[config.mk]
export PLATFORM = sky130hd
export DESIGN_NAME = byte_word_loader
export DESIGN_NICKNAME = d
export VERILOG_FILES = /design/src/rtl/byte_word_loader.sv
export SDC_FILE = /design/constraint.sdc
export NUM_CORES = 1
export LEC_CHECK = 0
export ABC_AREA = 1
export CELL_PAD_IN_SITES_DETAIL_PLACEMENT = 0
export CELL_PAD_IN_SITES_GLOBAL_PLACEMENT = 2
export CORE_UTILIZATION = 35
export CTS_BUF_LIST = sky130_fd_sc_hd__clkbuf_8
export CTS_CLUSTER_DIAMETER = 120
export DETAILED_ROUTE_END_ITERATION = 7
export DONT_BUFFER_PORTS = 1
export GPL_TIMING_DRIVEN = 0
export PLACE_DENSITY = 0.91
export SYNTH_ARGS = -nofsm -noshare
export SYNTH_HDL_FRONTEND = slang
export SYNTH_SLANG_ARGS = --single-unit
[constraint.sdc]
create_clock -name Clock -period 1.9 [get_ports Clock]
set_input_delay 0.285 -clock Clock [delete_from_list [all_inputs] [get_ports Clock]]
set_output_delay 0.285 -clock Clock [all_outputs]
set_load 0.02 [all_outputs]
[src/rtl/byte_word_loader.sv]
// Sequences byte reads from an 8-bit memory and loads them into a downstream
// 32-bit register as a zero/sign-extended byte, halfword, or four shifted bytes.
module byte_word_loader (
  input  logic        Clock,
  input  logic        Reset,
  input  logic        Start,
  input  logic [1:0]  Mode,
  input  logic [31:0] Addr,
  output logic        MemReq,
  output logic [31:0] MemAddr,
  input  logic        MemAck,
  input  logic [7:0]  MemData,
  output logic        RegE,
  output logic [2:0]  RegFunSel,
  output logic [31:0] RegI,
  output logic        Busy,
  output logic        Done
);

  // state | meaning
  // IDLE  | waiting for Start
  // REQ   | requesting byte at ptr_q (first cycle after a non-writing ack is a gap)
  // WRITE | one-cycle load into the downstream register
  // DONE  | one-cycle completion pulse
  localparam logic [1:0] IDLE  = 2'd0;
  localparam logic [1:0] REQ   = 2'd1;
  localparam logic [1:0] WRITE = 2'd2;
  localparam logic [1:0] DONE  = 2'd3;

  logic [1:0]  state_q, state_d;
  logic [31:0] ptr_q, ptr_d;
  logic [2:0]  cnt_q, cnt_d;
  logic [1:0]  mode_q, mode_d;
  logic [7:0]  b0_q, b0_d;
  logic [7:0]  b1_q, b1_d;
  logic [7:0]  bn_q, bn_d;
  logic        gap_q, gap_d;

  logic [2:0]  last_idx;
  logic        byte_wr;

  always_comb begin
    case (mode_q)
      2'b00:   last_idx = 3'd0;
      2'b10:   last_idx = 3'd3;
      default: last_idx = 3'd1;
    endcase
  end

  // Word mode shifts every byte in; the other modes write only once, after the last byte.
  assign byte_wr = (mode_q == 2'b10) || (cnt_q == last_idx);

  always_comb begin
    state_d = state_q;
    ptr_d   = ptr_q;
    cnt_d   = cnt_q;
    mode_d  = mode_q;
    b0_d    = b0_q;
    b1_d    = b1_q;
    bn_d    = bn_q;
    gap_d   = 1'b0;
    case (state_q)
      IDLE: begin
        if (Start) begin
          ptr_d   = Addr;
          mode_d  = Mode;
          cnt_d   = 3'd0;
          state_d = REQ;
        end
      end
      REQ: begin
        if (!gap_q && MemAck) begin
          ptr_d = ptr_q + 32'd1;
          cnt_d = cnt_q + 3'd1;
          bn_d  = MemData;
          if (cnt_q == 3'd0) b0_d = MemData;
          if (cnt_q == 3'd1) b1_d = MemData;
          if (byte_wr) state_d = WRITE;
          else         gap_d   = 1'b1;
        end
      end
      WRITE: begin
        if (cnt_q == last_idx + 3'd1) state_d = DONE;
        else                          state_d = REQ;
      end
      default: state_d = IDLE;
    endcase
  end

  always_ff @(posedge Clock or negedge Reset) begin
    if (!Reset) begin
      state_q <= IDLE;
      ptr_q   <= '0;
      cnt_q   <= '0;
      mode_q  <= '0;
      b0_q    <= '0;
      b1_q    <= '0;
      bn_q    <= '0;
      gap_q   <= 1'b0;
    end else begin
      state_q <= state_d;
      ptr_q   <= ptr_d;
      cnt_q   <= cnt_d;
      mode_q  <= mode_d;
      b0_q    <= b0_d;
      b1_q    <= b1_d;
      bn_q    <= bn_d;
      gap_q   <= gap_d;
    end
  end

  assign MemReq    = (state_q == REQ) && !gap_q;
  assign MemAddr   = MemReq ? ptr_q : 32'd0;
  assign RegE      = (state_q == WRITE);
  assign RegFunSel = RegE ? {1'b1, mode_q} : 3'b000;
  assign Busy      = (state_q != IDLE);
  assign Done      = (state_q == DONE);

  always_comb begin
    RegI = 32'd0;
    if (RegE) begin
      case (mode_q)
        2'b00:   RegI = {24'd0, b0_q};
        2'b10:   RegI = {24'd0, bn_q};
        default: RegI = {16'd0, b0_q, b1_q};
      endcase
    end
  end

endmodule

### Yosys cells after proc, flatten, opt, wreduce, memory -nomap -nowiden

Cells that the tools add are included.
Widths: inputs -> output; s select.

* add/subtract/negate cells: 3
* equality and inequality tests: 10
* muxes and demuxes: 19
* reductions and logical operators: 15

Operators by type and width (number)
* $mux 32: 3
* $pmux 32 s2: 1
* $add 32x1->32 const B: 1
* $pmux 16 s2: 1
* $mux 16: 1
* $reduce_and 3->1: 4
* $mux 3: 3
* $mux 2: 4
* $add 3x1->3 const B: 2
* $eq 2x2->1 const B: 3
* $eq 3x3->1: 2
* $ne 2x2->1 const B: 3
* $pmux 2 s3: 1
* $pmux 3 s2: 1
* $logic_not 2->1: 2
* $pmux 2 s2: 1
* $reduce_and 2->1: 2
* $reduce_bool 2->1: 2
* $eq 3x1->1 const B: 1
* $logic_not 3->1: 1
* $mux 1: 3
* $eq 2x1->1 const B: 1
* $logic_and 1x1->1: 2
* $logic_not 1->1: 1
* $logic_or 1x1->1: 1

* register bits after elaboration: 64
* bits of input ports: 46
* output and inout bits: 71

### Logic depth before layout (Yosys ltp)

Gate-level depths: netlist of run 1.

* depth in word-level cells: 7
* depth in mapped cells: 10

### Least setup slack after synthesis of run 1

No wires, ideal clock.

* path kind: register to output
* from: register state_q[1]
* to: output RegI[10]
* arrival time: 1.460 ns
* required time: 1.615 ns
* setup slack: 0.155 ns
* cell stages (with the launch flop): 5
* cell sequence: dfrtp_1 nand2_1 nor2_1 inv_1 nor2_1

* longest elaborated chain between the ends: 2

Ends and longest elaborated chain
* from (decl): RTL line 30 `logic [1:0] state_q, state_d;`
* from (signal assigned): RTL line 101 `state_q <= state_d;`
* $eq 2x2->1: RTL line 114 `assign RegE = (state_q == WRITE);`
* $mux 16: RTL line 121 `if (RegE) begin`
* to (decl): RTL line 15 `output logic [31:0] RegI,`

No other way between the ends.

### Worst setup path after layout of run 1

* from: register state_q[1]
* to: output MemAddr[0]

* longest elaborated chain between the ends: 3

Ends and longest elaborated chain
* $eq 2x1->1: RTL line 112 `assign MemReq = (state_q == REQ) && !gap_q;`
* $logic_and 1x1->1: RTL line 112
* $mux 32: RTL line 113 `assign MemAddr = MemReq ? ptr_q : 32'd0;`
* to (decl): RTL line 10 `output logic [31:0] MemAddr,`

No other way between the ends.

==> impl_metrics.toml, run 1 <==
[outcome]
outcome = "complete, no violations"

[yosys]
syn_area_per_cell_sq_um = 6.52
async_flop_share = 1.00
yosys.cell_count.top_type = "nand2_1"
ys_warn_count = 0
ys_types = 28
synth_common_cells = "nand2_1 (189), nor2_1 (127), inv_1 (87)"
yosysTopAreaCell = "dfrtp_1"
syn-cell-area_sq_mm = 0.00438
ys_ff_latch = 64
ys_dominant_reg_cell = "dfrtp_1"
synth_top_area_share = 0.365
synth_area_leaders = "dfrtp_1 (37%), nand2_1 (16%), nor2_1 (11%)"
synth-edff-count = 0
synth_cells = 672
ys_seq_area_frac = 0.365

[layout]
multi_input_area_sq_mm = 0.00258
fin_cells = 873
stdcell_area_sq_mm = 0.00526
regArea_sq_mm = 0.00160
fin_nets = 751
syn_to_final_growth_pct = 19.9
insertedDiodeCount = 0
nFillCells = 1303
drive_gt1_frac = 0.173

[place]
hpwl_microns = 9700
gp_congestion = 0.831
io_buffers = 0
dp_slack_ps = -40.3
place_area_sq_mm = 0.00465
place_inst = 855

[floorplanning]
die_h_microns = 114
die_x_microns = 114
rows = 40
core_sq_mm = 0.0121
ios = 117
dieArea_sq_mm = 0.0130
start_util = 0.362

[sta]
setup_viol = 0
drv_slew = 0
max_freq_ghz = 0.541
finalHoldViolations = 0
fin_skew_ps = 8.32
period_share = 0.972
relSlewSlack = 0.580
finalCriticalPeriod_ps = 1850
worst_slack_ps = 52.3
rsz0062_at_grt = "false"
finalSetupTns_ps = 0
tightest_slew_ps = 630

[global_routing]
grt_pass1_vias = 4015
grt_max_degree = 65
grt_antenna_before_repair = 0
grt_pass1_wl_microns = 20700
grt_overflow = 0
grt_usage = 0.211

[cts]
cts.reportedPaths.clkPinSlew_ps = 70
clockBufferDepth = 2
htree_levels = 3
cts_root_buf = "clkbuf_8"
cts_tree = "built"
cts-buffers-inserted = 9
cts.sinks = 64
clock_latency_ps = 350

[worst_setup_path]
arrival_ps = 1560
critPathBufInv = 0
r2r-end = "ptr_q[22]"
end_kind = "output pin"
critPathKind = "reg -> out"
timing.rr.start = "ptr_q[1]"
cpLargestDelayFamily = "simple AND/OR/NAND/NOR gates"
cp-start-kind = "register"
crit_chain = "nor2_8 -> nand2_4 -> nor2_1"
r2r_slack_ps = 250
rr_worst_depth = 10
path_max_fanout = 7
critPathSlowestCell = "dfrtp_2"
required_ps = 1620
cpPeakStageDelay_ps = 490

[drt]
drc = 0
viasPerCell = 4.72
postRouteAntennaNets = 0
drt-initial-drc-count = 215
drt_wl_total_microns = 12900
wl_per_cell_microns = 14.8
via_count = 4124
drtPass1Iterations = 4

[pwr]
leakagePower_nw = 2.53
irDropWorstVdd_v = 0.000725
finalPower_mw = 10.0
powerDensity_mw_per_mm2 = 1900

[min_path]
hold_depth = 2
whs_endpoint = "ptr_q[10]"
hold_path.class = "in -> reg"
min_from = "Addr[10]"

[run]
cap_viol_max_count = 0
-- logic make-up (layout without fill, tap and decap cells) --
| kind of cell | Yosys count | after routing | synth area share |
|---|---|---|---|
| AOI/OAI and AO/OA | 90 | 90 | 0.108 |
| xor gates and xnor gates | 4 | 4 | 0.00799 |
| and+or+nand+nor | 383 | 383 | 0.377 |
| other | 1 | 16 | 0.000855 |
| buffers and inverters | 126 | 144 | 0.130 |
| DFF | 64 | 64 | 0.365 |
| adders and majority gates | 4 | 4 | 0.0114 |
-- through the flow --
stage,hold WS [ps],utilization
global route,51.6,0.434
detailed placement,-7.34,0.384
global placement,-7.49,0.384
CTS,34.2,0.421
floorplan,-10.6,-
finish,50.1,0.434
-- how the worst max path moves through the flow --
stage               start         end  slack (ps)  cells after the start
2_1_floorplan  state_q[1]    RegI[10]         150                      4
3_3_place_gp   state_q[1]    RegI[12]         -50                      4
3_5_place_dp   state_q[1]    RegI[14]         -40                      4
4_1_cts        state_q[0]    RegI[14]         -50                      5
5_1_grt        state_q[1]  MemAddr[0]           5                      3
6_report       state_q[1]  MemAddr[0]          50                      3
-- final cells by class --
type	count	share of cell area
multi-input cells	497	0.491
flip-flops and latches	64	0.305
inverters	91	0.0676
plain buffers	35	0.0462
well taps	168	0.0400
clock buffers	11	0.0288
clock inverters	4	0.0131
repair buffers	2	0.00714
repair inverters	1	0.000952
-- what timing repair did --
item	in CTS	in global routing
hold buffers	2	0
buffers inserted	0	0
cloned	1	0
endpoints found under the hold margin	64	0
endpoints found under the setup margin	50	48
resized for setup	66	39
-- cells in the final DEF (no fill, tap or decap), drive strengths merged --
cell type    synthesis  layout
o21ai               69      69
clkinv               0       1
conb                 1      16
and2                 3       3
bufinv               0       2
o211ai               3       3
buf                 33      34
ha                   4       4
o2111ai              1       1
inv                 91      91
o22ai                6       6
nor2               140     140
nand2              196     196
nand3               44      44
a22oi                1       1
dfrtp               64      64
dlygate4sd3          0       1
a21oi               10      10
xor2                 4       4
clkbuf               2      13
clkinvlp             0       2
-- power by group --
group	switching, mW	internal (mW)
Clock	0.548	0.797
Combinational	4.29	1.71
Sequential	0.627	2.05
-- sequential cells by signal (all words and copies together), names as in the netlist --
name	flops
b0_q	8
b1_q	8
bn_q	8
cnt_q	3
gap_q	1
mode_q	2
ptr_q	32
state_q	2
-- routing by layer --
metal / GRT usage / vias to the layer above / routed length, microns
li1: - / 2101 / -
met1: 0.259 / 1884 / 5570
met3: 0.0526 / 17 / 848
met5: 0 / - / 0
met2: 0.364 / 122 / 6260
met4: 0.0632 / 0 / 234
Power figures use the tool's default switching activity.
==> inputs of run 2 (changes only) <==
==> constraint.sdc (replaced) <==
create_clock -name Clock -period 1.88 [get_ports Clock]
set_input_delay 0.282 -clock Clock [delete_from_list [all_inputs] [get_ports Clock]]
set_output_delay 0.282 -clock Clock [all_outputs]
set_load 0.02 [all_outputs]
==> impl_metrics.toml, run 2 (synthesis results as in run 1) <==
[outcome]
outcome = "complete, no violations"

[cts]
clock_latency_ps = 350
cts_tree = "built"
htree_levels = 3
cts.reportedPaths.clkPinSlew_ps = 70
cts.sinks = 64
cts_root_buf = "clkbuf_8"
cts-buffers-inserted = 9
clockBufferDepth = 2

[worst_setup_path]
cp-start-kind = "register"
end_kind = "output pin"
critPathKind = "reg -> out"
path_max_fanout = 8
required_ps = 1600
arrival_ps = 1540
r2r_slack_ps = 200

[run]
cap_viol_max_count = 0

[floorplanning]
die_x_microns = 114
start_util = 0.362
rows = 40
die_h_microns = 114
ios = 117
dieArea_sq_mm = 0.0130
core_sq_mm = 0.0121

[min_path]
hold_path.class = "in -> reg"

[drt]
viasPerCell = 4.71
drt_wl_total_microns = 13000
wl_per_cell_microns = 14.8
drtPass1Iterations = 4
drc = 0
drt-initial-drc-count = 196
postRouteAntennaNets = 0
via_count = 4119

[global_routing]
grt_usage = 0.212
grt_pass1_wl_microns = 20900
grt_overflow = 0
grt_pass1_vias = 4042
grt_max_degree = 65
grt_antenna_before_repair = 0

[sta]
tightest_slew_ps = 643
rsz0062_at_grt = "true"
drv_slew = 0
finalHoldViolations = 0
max_freq_ghz = 0.548
finalCriticalPeriod_ps = 1830
fin_skew_ps = 7.95
relSlewSlack = 0.572
setup_viol = 0
period_share = 0.971

[layout]
fin_cells = 875
drive_gt1_frac = 0.175
final_cell_mix = "nand2_1 (186), nor2_1 (87), inv_1 (84)"
syn_to_final_growth_pct = 20.2
largest_reg_flops = 32
stdcell_area_sq_mm = 0.00527
top_register = "ptr_q"
fin_nets = 753
layout_commonest_cell = "nand2_1"
insertedDiodeCount = 0

[place]
place_area_sq_mm = 0.00465
io_buffers = 0
place_inst = 855
hpwl_microns = 9700
gp_congestion = 0.831

[pwr]
powerDensity_mw_per_mm2 = 1930
leakagePower_nw = 2.54
irDropWorstVdd_v = 0.000682
run 2: per-layer routing:
| metal | vias up | track usage | wire length (microns) |
|---|---|---|---|
| met3 | 16 | 0.0537 | 810 |
| met4 | 0 | 0.0632 | 223 |
| met1 | 1878 | 0.260 | 5670 |
| met2 | 124 | 0.367 | 6270 |
| met5 | - | 0 | 0 |
| li1 | 2101 | - | - |
run 2: area by class of cell:
class,count,area [sq um]
timing repair buffer,4,52.6
clock buffer,11,151
sequential,64,1600
fill,1302,6840
clock inverter,4,68.8
inverter,91,355
timing repair inverter,1,5.00
buffer,35,243
multi-input combinational,497,2580
tap,168,210
run 2: what timing repair did:
item / CTS / global route
gates cloned: 1 / 0
buffers inserted: 0 / 2
pin swaps: 0 / 2
hold buffers: 2 / 0
setup endpoints to repair: 50 / 49
hold endpoints to repair: 64 / 0
resized for setup: 72 / 34
run 2: critical path, cell delays in order, from the launching register on:
cell and delay (ps):
dfrtp_1 410, inv_2 150, nand2_4 110, nor2_4 220
inv_6 120, nor2_4 170
run 2: final timing paths:
kind / start / end / cells past startpoint
max reg2reg: state_q[0] / ptr_q[15] / 7
min reg2reg: bn_q[6] / bn_q[6] / 2
max in group asynchronous: Reset / state_q[1] / 2
min: Addr[10] / ptr_q[10] / 2
min in group asynchronous: Reset / ptr_q[16] / 2
max: state_q[0] / RegI[14] / 5
run 2: power by group:
part           internal, mW  switching (mW)
clock                 0.805           0.555
combinational          1.77            4.35
sequential             2.07           0.629
run 2: per-stage QoR:
| step | power (mW) | TNS, ps | hold slack (ps) | util | setup WS [ps] |
|---|---|---|---|---|---|
| final | 10.2 | 0 | 46.8 | 0.435 | 53.8 |
| after global placement | 7.75 | -531 | -10.5 | 0.384 | -67.6 |
| after floorplan | 6.59 | 0 | -13.6 | - | 138 |
| after detailed placement | 7.87 | -420 | -10.3 | 0.384 | -57.3 |
| after global routing | 11.1 | -96.9 | 48.6 | 0.435 | -20.4 |
| after CTS | 9.83 | -1320 | 31.2 | 0.423 | -60.6 |
==> inputs of run 3 (changes only) <==
--- a/config.mk
+++ b/config.mk
@@ -6,6 +6,7 @@
 export NUM_CORES = 1
 export LEC_CHECK = 0
 export ABC_AREA = 1
+export CAP_MARGIN = 40
 export CELL_PAD_IN_SITES_DETAIL_PLACEMENT = 0
 export CELL_PAD_IN_SITES_GLOBAL_PLACEMENT = 2
 export CORE_UTILIZATION = 35
==> constraint.sdc (replaced) <==
create_clock -name Clock -period 1.88 [get_ports Clock]
set_input_delay 0.282 -clock Clock [delete_from_list [all_inputs] [get_ports Clock]]
set_output_delay 0.282 -clock Clock [all_outputs]
set_load 0.1 [all_outputs]
==> impl_metrics.toml, run 3 (synthesis results as in run 1) <==
[cts]
cts-buffers-inserted = 9
cts.reportedPaths.clkPinSlew_ps = 70
clockBufferDepth = 2
cts.sinks = 64
cts_root_buf = "clkbuf_8"
htree_levels = 3
cts_tree = "built"
clock_latency_ps = 350

[floorplanning]
core_sq_mm = 0.0121
start_util = 0.362
die_x_microns = 114
ios = 117
dieArea_sq_mm = 0.0130
die_h_microns = 114
rows = 40

[worst_setup_path]
cp-start-kind = "register"
critPathKind = "reg -> out"
path_max_fanout = 8
rr_worst_depth = 10
end_kind = "output pin"
arrival_ps = 2360
required_ps = 1600

[sta]
setup_viol = 52
drv_slew = 0
max_freq_ghz = 0.379
finalSetupTns_ps = -15330
relSlewSlack = 0.552
worst_slack_ps = -760
period_share = 1.40
finalCriticalPeriod_ps = 2640
fin_skew_ps = 8.11
finalHoldViolations = 0
rsz0062_at_grt = "true"
timing.hold.ws_ps = 54.9
tightest_slew_ps = 671

[place]
hpwl_microns = 10000
gp_congestion = 0.827
place_area_sq_mm = 0.00533
io_buffers = 0

[layout]
layout_commonest_cell = "nand2_1"
largest_reg_flops = 32
final_cell_mix = "nand2_1 (185), nor2_1 (83), inv_1 (72)"
top_register = "ptr_q"
fin_nets = 811
stdcell_area_sq_mm = 0.00642
insertedDiodeCount = 0
syn_to_final_growth_pct = 46.5
drive_gt1_frac = 0.272

[global_routing]
grt_pass1_vias = 4335
grt_max_degree = 65
grt_overflow = 0
grt_pass1_wl_microns = 21900
grt_usage = 0.222
grt_antenna_before_repair = 0

[drt]
viasPerCell = 4.82
via_count = 4488
drc = 0
drt_wl_total_microns = 14000
drt-initial-drc-count = 224
drtPass1Iterations = 5
postRouteAntennaNets = 0
wl_per_cell_microns = 15.0

[outcome]
violations = "setup timing"
outcome = "finished, violations left"

[min_path]
hold_path.class = "in -> reg"
hold_depth = 2

[run]
cap_viol_max_count = 0
## run 3: cell count changes in the layout (fill, tap and decap cells not counted), sizes merged
cell,change
clkinvlp,+4
bufinv,+3
clkinv,+3
inv,-11
buf,+54
clkbuf,+4
## run 3: metal layers
| metal | global-route usage | share of wire | wire length [microns] | vias up |
|---|---|---|---|---|
| met5 | 0 | 0 | 0 | - |
| met4 | 0.0762 | 0.020 | 286 | 0 |
| met3 | 0.0462 | 0.053 | 737 | 21 |
| met2 | 0.391 | 0.51 | 7080 | 136 |
| met1 | 0.268 | 0.42 | 5870 | 2110 |
| li1 | - | - | - | 2221 |
## run 3: final cells by class
type | instances | area (sq um)
timing repair buffer | 63 | 1000
sequential | 64 | 1600
fill | 1181 | 5690
inverter | 91 | 449
tap | 168 | 210
buffer | 35 | 307
clock buffer | 10 | 138
clock inverter | 4 | 22.5
multi-input combinational | 497 | 2690
## run 3: path summary, 6_finish.rpt
kind,end,from,slack [ps]
max,RegI[15],state_q[0],-760
min,mode_q[1],Mode[1],50
max reg2reg,b0_q[7],state_q[1],90
min reg2reg,bn_q[3],bn_q[3],490
max in group asynchronous,state_q[1],Reset,1090
min in group asynchronous,ptr_q[16],Reset,450
## run 3: worst max-delay path, cell delays in order, from the launching register on
cell and delay, ps:
dfrtp_1 390, inv_2 80, nand2_4 60, nor2_4 520, clkinvlp_4 240, buf_12 200
nor2_4 510
## run 3: timing repair
action,4_1_cts,5_1_grt
hold buffers,2,0
endpoints found under the setup margin,53,55
setup buffers,19,12
hold endpoints to repair,64,0
pin swaps,10,16
resized for setup,111,72
gates cloned,0,0
## run 3: through the flow
step	utilization	cells	setup WS, ps
floorplan	-	687	-609
global placement	0.393	855	-1010
detailed placement	0.440	886	-815
CTS	0.507	921	-801
global route	0.530	932	-833
finish	0.530	932	-760
Power of run 3 is left out: the tool's default activity adds up to more than one toggle a clock period on the data nets, which glitch-free logic cannot reach.
